[src/rtl/mem_access_ctrl.sv]
// Data-memory access sequencer: one load/store at a time, sub-word stores done as
// read-modify-write through an external store-data mux, loads extracted and extended.
module mem_access_ctrl #(
  parameter int CPU_WIDTH    = 32,
  parameter int MEM_OP_WIDTH = 4,
  parameter logic [MEM_OP_WIDTH-1:0] MEM_NO  = MEM_OP_WIDTH'(0),
  parameter logic [MEM_OP_WIDTH-1:0] MEM_LB  = MEM_OP_WIDTH'(1),
  parameter logic [MEM_OP_WIDTH-1:0] MEM_LH  = MEM_OP_WIDTH'(2),
  parameter logic [MEM_OP_WIDTH-1:0] MEM_LW  = MEM_OP_WIDTH'(3),
  parameter logic [MEM_OP_WIDTH-1:0] MEM_LBU = MEM_OP_WIDTH'(4),
  parameter logic [MEM_OP_WIDTH-1:0] MEM_LHU = MEM_OP_WIDTH'(5),
  parameter logic [MEM_OP_WIDTH-1:0] MEM_SB  = MEM_OP_WIDTH'(6),
  parameter logic [MEM_OP_WIDTH-1:0] MEM_SH  = MEM_OP_WIDTH'(7),
  parameter logic [MEM_OP_WIDTH-1:0] MEM_SW  = MEM_OP_WIDTH'(8)
) (
  input  logic                    clk,
  input  logic                    rst_n,
  input  logic                    req_valid,
  output logic                    req_ready,
  input  logic [MEM_OP_WIDTH-1:0] mem_op,
  input  logic [CPU_WIDTH-1:0]    mem_addr,
  output logic [CPU_WIDTH-1:0]    rmw_rdata,
  input  logic [CPU_WIDTH-1:0]    rmw_wdata,
  output logic                    rsp_valid,
  output logic [CPU_WIDTH-1:0]    load_data,
  output logic                    misalign_err,
  output logic                    dmem_en,
  output logic                    dmem_we,
  output logic [CPU_WIDTH-1:0]    dmem_addr,
  output logic [CPU_WIDTH-1:0]    dmem_wdata,
  input  logic [CPU_WIDTH-1:0]    dmem_rdata
);

  typedef enum logic [2:0] {
    ST_IDLE  = 3'd0,
    ST_READ  = 3'd1,
    ST_WAIT  = 3'd2,
    ST_WRITE = 3'd3,
    ST_RESP  = 3'd4
  } state_t;

  state_t                  state_q, state_d;
  logic [MEM_OP_WIDTH-1:0] op_q, op_d;
  logic [CPU_WIDTH-1:0]    addr_q, addr_d;
  logic                    err_q, err_d;
  logic [CPU_WIDTH-1:0]    rdata_q, rdata_d;
  logic                    req_ready_q, req_ready_d;
  logic                    rsp_valid_q, rsp_valid_d;
  logic                    misalign_err_q, misalign_err_d;
  logic                    dmem_en_q, dmem_en_d;
  logic                    dmem_we_q, dmem_we_d;
  logic [CPU_WIDTH-1:0]    load_data_q, load_data_d;

  function automatic logic is_misaligned(input logic [MEM_OP_WIDTH-1:0] op,
                                         input logic [CPU_WIDTH-1:0] addr);
    logic mis;
    case (op)
      MEM_LH, MEM_LHU, MEM_SH: mis = addr[0];
      MEM_LW, MEM_SW:          mis = (addr[1:0] != 2'b00);
      default:                 mis = 1'b0;
    endcase
    return mis;
  endfunction

  function automatic logic is_load(input logic [MEM_OP_WIDTH-1:0] op);
    logic ld;
    case (op)
      MEM_LB, MEM_LH, MEM_LW, MEM_LBU, MEM_LHU: ld = 1'b1;
      default:                                  ld = 1'b0;
    endcase
    return ld;
  endfunction

  function automatic logic is_sub_store(input logic [MEM_OP_WIDTH-1:0] op);
    logic ss;
    case (op)
      MEM_SB, MEM_SH: ss = 1'b1;
      default:        ss = 1'b0;
    endcase
    return ss;
  endfunction

  // Byte/half lane select followed by sign or zero extension; stores yield zero.
  function automatic logic [CPU_WIDTH-1:0] extract_load(input logic [MEM_OP_WIDTH-1:0] op,
                                                        input logic [1:0] lane,
                                                        input logic [CPU_WIDTH-1:0] word);
    logic [7:0]           b;
    logic [15:0]          h;
    logic [CPU_WIDTH-1:0] res;
    case (lane)
      2'b00:   b = word[7:0];
      2'b01:   b = word[15:8];
      2'b10:   b = word[23:16];
      2'b11:   b = word[31:24];
      default: b = 8'h00;
    endcase
    h = lane[1] ? word[31:16] : word[15:0];
    case (op)
      MEM_LB:  res = {{(CPU_WIDTH-8){b[7]}}, b};
      MEM_LBU: res = {{(CPU_WIDTH-8){1'b0}}, b};
      MEM_LH:  res = {{(CPU_WIDTH-16){h[15]}}, h};
      MEM_LHU: res = {{(CPU_WIDTH-16){1'b0}}, h};
      MEM_LW:  res = word;
      default: res = {CPU_WIDTH{1'b0}};
    endcase
    return res;
  endfunction

  // Next-state, latched request fields and the next values of every registered output.
  always_comb begin
    state_d        = state_q;
    op_d           = op_q;
    addr_d         = addr_q;
    err_d          = err_q;
    rdata_d        = rdata_q;
    load_data_d    = {CPU_WIDTH{1'b0}};

    case (state_q)
      ST_IDLE: begin
        if (req_valid) begin
          op_d   = mem_op;
          addr_d = mem_addr;
          err_d  = is_misaligned(mem_op, mem_addr);
          if (is_misaligned(mem_op, mem_addr)) begin
            state_d = ST_RESP;
          end else if (is_load(mem_op) || is_sub_store(mem_op)) begin
            state_d = ST_READ;
          end else if (mem_op == MEM_SW) begin
            state_d = ST_WRITE;
          end else begin
            state_d = ST_RESP;
          end
        end else begin
          state_d = ST_IDLE;
        end
      end
      ST_READ:  state_d = ST_WAIT;
      ST_WAIT: begin
        rdata_d = dmem_rdata;
        if (is_sub_store(op_q)) begin
          state_d = ST_WRITE;
        end else begin
          state_d     = ST_RESP;
          load_data_d = extract_load(op_q, addr_q[1:0], dmem_rdata);
        end
      end
      ST_WRITE: state_d = ST_RESP;
      ST_RESP: begin
        state_d = ST_IDLE;
        err_d   = 1'b0;
      end
      default:  state_d = ST_IDLE;
    endcase

    req_ready_d    = (state_d == ST_IDLE);
    rsp_valid_d    = (state_d == ST_RESP);
    misalign_err_d = (state_d == ST_RESP) && err_d;
    dmem_en_d      = (state_d == ST_READ) || (state_d == ST_WRITE);
    dmem_we_d      = (state_d == ST_WRITE);
  end

  // State and output registers with synchronous active-low reset.
  always_ff @(posedge clk) begin
    if (!rst_n) begin
      state_q        <= ST_IDLE;
      op_q           <= {MEM_OP_WIDTH{1'b0}};
      addr_q         <= {CPU_WIDTH{1'b0}};
      err_q          <= 1'b0;
      rdata_q        <= {CPU_WIDTH{1'b0}};
      req_ready_q    <= 1'b1;
      rsp_valid_q    <= 1'b0;
      misalign_err_q <= 1'b0;
      dmem_en_q      <= 1'b0;
      dmem_we_q      <= 1'b0;
      load_data_q    <= {CPU_WIDTH{1'b0}};
    end else begin
      state_q        <= state_d;
      op_q           <= op_d;
      addr_q         <= addr_d;
      err_q          <= err_d;
      rdata_q        <= rdata_d;
      req_ready_q    <= req_ready_d;
      rsp_valid_q    <= rsp_valid_d;
      misalign_err_q <= misalign_err_d;
      dmem_en_q      <= dmem_en_d;
      dmem_we_q      <= dmem_we_d;
      load_data_q    <= load_data_d;
    end
  end

  assign req_ready    = req_ready_q;
  assign rsp_valid    = rsp_valid_q;
  assign misalign_err = misalign_err_q;
  assign load_data    = load_data_q;
  assign rmw_rdata    = rdata_q;
  assign dmem_en      = dmem_en_q;
  assign dmem_we      = dmem_we_q;
  assign dmem_addr    = {addr_q[CPU_WIDTH-1:2], 2'b00};
  assign dmem_wdata   = rmw_wdata;

endmodule

[config.mk]
export PLATFORM = sky130hd
export DESIGN_NAME = mem_access_ctrl
export DESIGN_NICKNAME = d
export VERILOG_FILES = /design/src/rtl/mem_access_ctrl.sv
export SDC_FILE = /design/constraint.sdc
export NUM_CORES = 1
export LEC_CHECK = 0
export CAP_MARGIN = 40
export CELL_PAD_IN_SITES_DETAIL_PLACEMENT = 1
export CELL_PAD_IN_SITES_GLOBAL_PLACEMENT = 1
export CORE_MARGIN = 2
export CORE_UTILIZATION = 31
export DETAILED_ROUTE_END_ITERATION = 16
export PLACE_DENSITY = 0.95
export SYNTH_ARGS = -nofsm -noshare
export SYNTH_HDL_FRONTEND = slang
export SYNTH_SLANG_ARGS = --single-unit
[constraint.sdc]
create_clock -name clk -period 2.75 [get_ports clk]
set_input_delay 0.825 -clock clk [delete_from_list [all_inputs] [get_ports clk]]
set_output_delay 0.825 -clock clk [all_outputs]
set_load 0.02 [all_outputs]
==> results.tsv, run 1 <==
metric	value	unit
run status	completed	
# nets final	771	
total negative slack	0	ps
Peak supply drop	0.383	mV
DR iter-0 viols	150	
total wire length	15800	um
CTS tree	yes	
clock sink count	109	
Critical Path Sink Type	register	
final period utilization	0.825	
gr usage total	0.188	
crit-path max cell delay	610	ps
register area share after synthesis	0.447	
Rel. slew slack	0.419	
critical path arrival	2560	ps
fraction of layout cells with a size suffix above 1	0.0698	
Layout Utilization	0.432	
# port buffers	169	
CP max FO	8	
Post-route DRC	0	
H-tree lvl count	3	
Post-synth ARST share	0	
combinational power share	0.164	
Clock Skew	9.79	ps
Antenna diodes	0	
hpwl dp	11600	um
post-CTS setup buffers	0	
sequential power share	0.463	
fill count	1788	
max-cap violations	0	
Die Ht	129	um
Resized cells post-CTS	0	
total core area	15300	um^2
Worst path slowest cell	clkdlybuf4s50_1	
pwr/cell area	549	nW/um^2
Buf+Inv Stages, Crit Path	1	
most common cell after layout, fill and taps aside	clkdlybuf4s50_1	
Via density	4.90	
Layout Cells excl Fill	884	
critical-path cell list	clkdlybuf4s50_1 -> nor4b_1 -> o21ai_0 -> o311ai_1 -> a22oi_1 -> nor2b_1	
final setup margin	481	ps
Rows	45	
Net Sw Power	0.994	mW
Clock Power Share	0.373	
pre-CTS setup slack	138	ps
EDFF count, synth	0	
Worst Setup Start Kind	input pin	
first-pass GRT wire length	24200	um
Hold Path Class	register to register	
clock latency on the worst-skew pair	360	ps
Synth cell types	49	
Worst EP required	3050	ps
RSZ-0062 raised after global routing	false	
Die X	129	um
clock period minus worst slack	2270	ps
Leakage	2.25	nW
commonest non-fill, non-tap cells in the layout	clkdlybuf4s50_1 (168), nand2_1 (155), dfxtp_1 (109)	
Clock Path Buffers	2	
Detail Route Antenna Nets	0	
Initial Utilization	0.319	
RD Place Congestion	0.813	
total die area	16800	um^2
DR vias	4334	
Initial DRT Pass Iterations	4	
final hold violation count	0	
Post-CTS Hold Buffers	0	
synthesized flop and latch total	109	
antenna violations before repair	0	
Worst-Margin Slew	872	ps
root buffer cell	clkbuf_16	
Synth Warn #	0	
internal power	2.64	mW
clock slew at reported path FFs	70	ps
Max Clk Rate	441	MHz
Primary FF master, synth	dfxtp_1	
vias in the first global route	4595	
syn avg cell area	8.54	um^2
Mapped Area	4880	um^2
type of the worst setup path	input pin to register	
Sw Share	0.274	
Area Growth Syn to Fin	35.6	%
Placed Cells	868	
GRT Residual Overflow	0	
Final Max Tran Viols	0	
# setup viols final	0	
pin count of the biggest net entering global routing	36	
Routed WL per cell	17.9	um
Crit path max-delay family	buffers and inverters	
I/O Pins	236	
Syn Inst Count	571	
TritonCTS Buffers	9	
-- synthesized netlist by cell type, drive strengths merged, types with 4 or more instances --
cell | instances | share of area
inv | 4 | 0.0031
o31ai | 4 | 0.0090
clkbuf | 15 | 0.012
nor2b | 5 | 0.0064
a221oi | 8 | 0.014
a21boi | 68 | 0.10
a21oi | 29 | 0.030
mux2i | 7 | 0.014
and2 | 4 | 0.0056
a22oi | 11 | 0.017
mux2 | 8 | 0.018
nor2 | 29 | 0.022
buf | 84 | 0.12
nand2 | 155 | 0.12
dfxtp | 109 | 0.45
-- flip-flops by register name (all words and copies together), names as in the netlist, 3 cells and up --
signal,cells
state_q,3
load_data,32
op_q,4
addr_q,32
rmw_rdata,32
-- cell type report --
cell class                 count  area, um^2  share of cell area
sequential                   109        2180               0.330
multi-input combinational    360        2040               0.308
timing repair buffer         184        1810               0.274
tap                          211         264              0.0399
clock buffer                   9         225              0.0340
clock inverter                 7        80.1              0.0121
inverter                       4        15.0             0.00227
-- layer usage --
metal  vias up  track usage  part of all wire
met5         -            0                 0
met4         0       0.0886             0.032
met3        39       0.0574             0.075
met2       179        0.330              0.48
met1      2081        0.210              0.41
li1       2035            -                 -
-- through the flow --
stage / power [mW] / hold slack (ps) / cell area (um^2)
floorplan: 2.12 / 435 / 4880
global placement: 2.30 / 440 / 6310
detailed placement: 2.31 / 453 / 6310
CTS: 3.68 / 463 / 6620
global route: 3.79 / 488 / 6620
finish: 3.63 / 461 / 6620
-- final timing paths --
kind | startpoint | end | slack (ps) | cells past startpoint
setup / recovery | mem_op[3] | dmem_we | 480 | 6
hold / removal | addr_q[28] | addr_q[28] | 460 | 2
setup reg to reg | op_q[1] | load_data[12] | 750 | 5
hold reg to reg | addr_q[28] | addr_q[28] | 460 | 2
-- worst min-delay path, cell delays in order (launching register included) --
cell	delay, ps
dfxtp_1	310
nand2_1	50
a21boi_1	50
-- cell families (layout without fill, tap and decap cells) --
family,after synthesis,after routing,synth area share
AOI/OAI and AO/OA,130,130,0.194
other,1,2,0.000769
DFF,109,109,0.447
buffers and inverters,103,204,0.137
and+or+nand+nor,211,211,0.182
xor gates and xnor gates,1,1,0.00180
muxes,16,16,0.0374
-- power groups by stage --
| stage | sequential (mW) | combinational [mW] | clock [mW] |
|---|---|---|---|
| finish | 1.68 | 0.595 | 1.36 |
| global route | 1.69 | 0.646 | 1.45 |
| CTS | 1.68 | 0.601 | 1.39 |
| detailed placement | 1.72 | 0.595 | 0 |
| global placement | 1.72 | 0.578 | 0 |
| floorplan | 1.71 | 0.409 | 0 |
No activity file was read; power rests on OpenSTA's default activity.
==> run 2, diff against run 1 <==
- CORE_UTILIZATION: 31 -> 29
- PLACE_DENSITY: 0.95 -> 0.9
- clock period: 2.75 -> 2.1 ns (I/O delays scaled with it)
==> results.tsv, run 2 (same netlist as run 1, synthesis figures left out) <==
metric	value	unit
run status	completed	
Die X	134	um
critical path arrival	2320	ps
Rel. slew slack	0.623	
crit-path max cell delay	550	ps
Initial Utilization	0.295	
total wire length	15900	um
Buf+Inv Stages, Crit Path	1	
Placed Area	6550	um^2
Final Max Tran Viols	0	
fin area	6830	um^2
worst reg2reg setup slack	140	ps
Area Growth Syn to Fin	40.1	%
gr usage total	0.180	
vias in the first global route	4543	
Initial DRT Pass Iterations	4	
final hold slack	455	ps
Via density	4.78	
Hold Path Class	register to register	
multi-input logic area	2040	um^2
total negative slack	0	ps
Post-CTS Hold Buffers	0	
Critical Path Sink Type	register	
HP Start	addr_q[25]	
Detail Route Antenna Nets	0	
critical-path cell list	clkdlybuf4s50_1 -> o21a_1 -> or4_1 -> a21oi_1 -> nand2b_1 -> and2_1	
FF+latch area	2180	um^2
DR vias	4400	
RD Place Congestion	0.833	
Clock Skew	7.26	ps
Die Ht	134	um
max-cap violations	0	
# port buffers	169	
fraction of layout cells with a size suffix above 1	0.106	
clock slew at reported path FFs	70	ps
Post-route DRC	0	
fill count	1903	
antenna violations before repair	0	
Tot Pwr	4.69	mW
GRT Residual Overflow	0	
final setup margin	88.1	ps
Clock Path Buffers	2	
Worst path slowest cell	clkdlybuf4s50_1	
Worst EP required	2410	ps
Routed WL per cell	17.2	um
most common cell after layout, fill and taps aside	clkdlybuf4s50_1	
Worst Reg-to-Reg Cells	5	
final hold violation count	0	
final period utilization	0.958	
clock latency on the worst-skew pair	360	ps
CTS tree	yes	
clock period minus worst slack	2010	ps
pre-CTS setup slack	-353	ps
Layout Utilization	0.414	
r2r startpoint	op_q[0]	
H-tree lvl count	3	
Max Clk Rate	497	MHz
Peak supply drop	0.517	mV
clock sink count	109	
Worst Setup Start Kind	input pin	
TritonCTS Buffers	9	
# setup viols final	0	
Hold Path Depth	2	
DR iter-0 viols	201	
Rows	47	
RSZ-0062 raised after global routing	false	
pwr/cell area	686	nW/um^2
total core area	16500	um^2
hpwl dp	12100	um
type of the worst setup path	input pin to register	
# nets final	798	
Worst-Margin Slew	563	ps
Crit path max-delay family	simple AND/OR/NAND/NOR gates	
I/O Pins	236	
pin count of the biggest net entering global routing	38	
CP max FO	8	
Worst Hold End	addr_q[25]	
Leakage	2.39	nW
Layout Cells excl Fill	920	
root buffer cell	clkbuf_16	
commonest non-fill, non-tap cells in the layout	clkdlybuf4s50_1 (167), nand2_1 (155), dfxtp_1 (109)	
first-pass GRT wire length	24800	um
Antenna diodes	0	
Critical R2R Capture	load_data[5]	
Placed Cells	904	
total die area	17900	um^2
==> run 2: worst max path at each step <==
stage / startpoint / endpoint / depth (start not counted)
6_report: mem_op[3] / misalign_err / 6
5_1_grt: op_q[0] / load_data[5] / 5
4_1_cts: mem_op[3] / misalign_err / 7
3_5_place_dp: mem_op[3] / misalign_err / 7
3_3_place_gp: mem_op[0] / dmem_we / 6
2_1_floorplan: dmem_rdata[31] / load_data[21] / 5
==> run 2: metal layers <==
| metal | part of all wire | vias to the layer above | track usage |
|---|---|---|---|
| met5 | 0 | - | 0 |
| met4 | 0.022 | 0 | 0.0567 |
| met3 | 0.082 | 19 | 0.0693 |
| met2 | 0.49 | 180 | 0.313 |
| met1 | 0.40 | 2116 | 0.202 |
| li1 | - | 2085 | - |
==> run 2: area by class of cell <==
class                           count  share of cell area
Sequential cell                   109               0.319
Inverter                            4             0.00220
Tap cell                          220              0.0403
Clock inverter                      6             0.00696
Clock buffer                       10              0.0335
Multi-Input combinational cell    360               0.299
Timing Repair Buffer              211               0.299
==> run 2: power breakdown <==
| part | switching [mW] | internal (mW) | leakage [nW] |
|---|---|---|---|
| Combinational | 0.426 | 0.423 | 1.38 |
| Sequential | 0.0540 | 2.14 | 0.885 |
| Clock | 0.830 | 0.815 | 0.127 |
==> run 2: what timing repair did <==
| action | 4_1_cts | 5_1_grt |
|---|---|---|
| setup endpoints to repair | 0 | 7 |
| setup buffers | 0 | 0 |
| gates resized for setup | 0 | 2 |
==> run 2: worst reg2reg max path, cell delays in order (launching register included) <==
cell	delay, ps
dfxtp_1	510
inv_1	160
a2111oi_0	500
a221o_1	400
a221oi_1	170
nor2_1	160
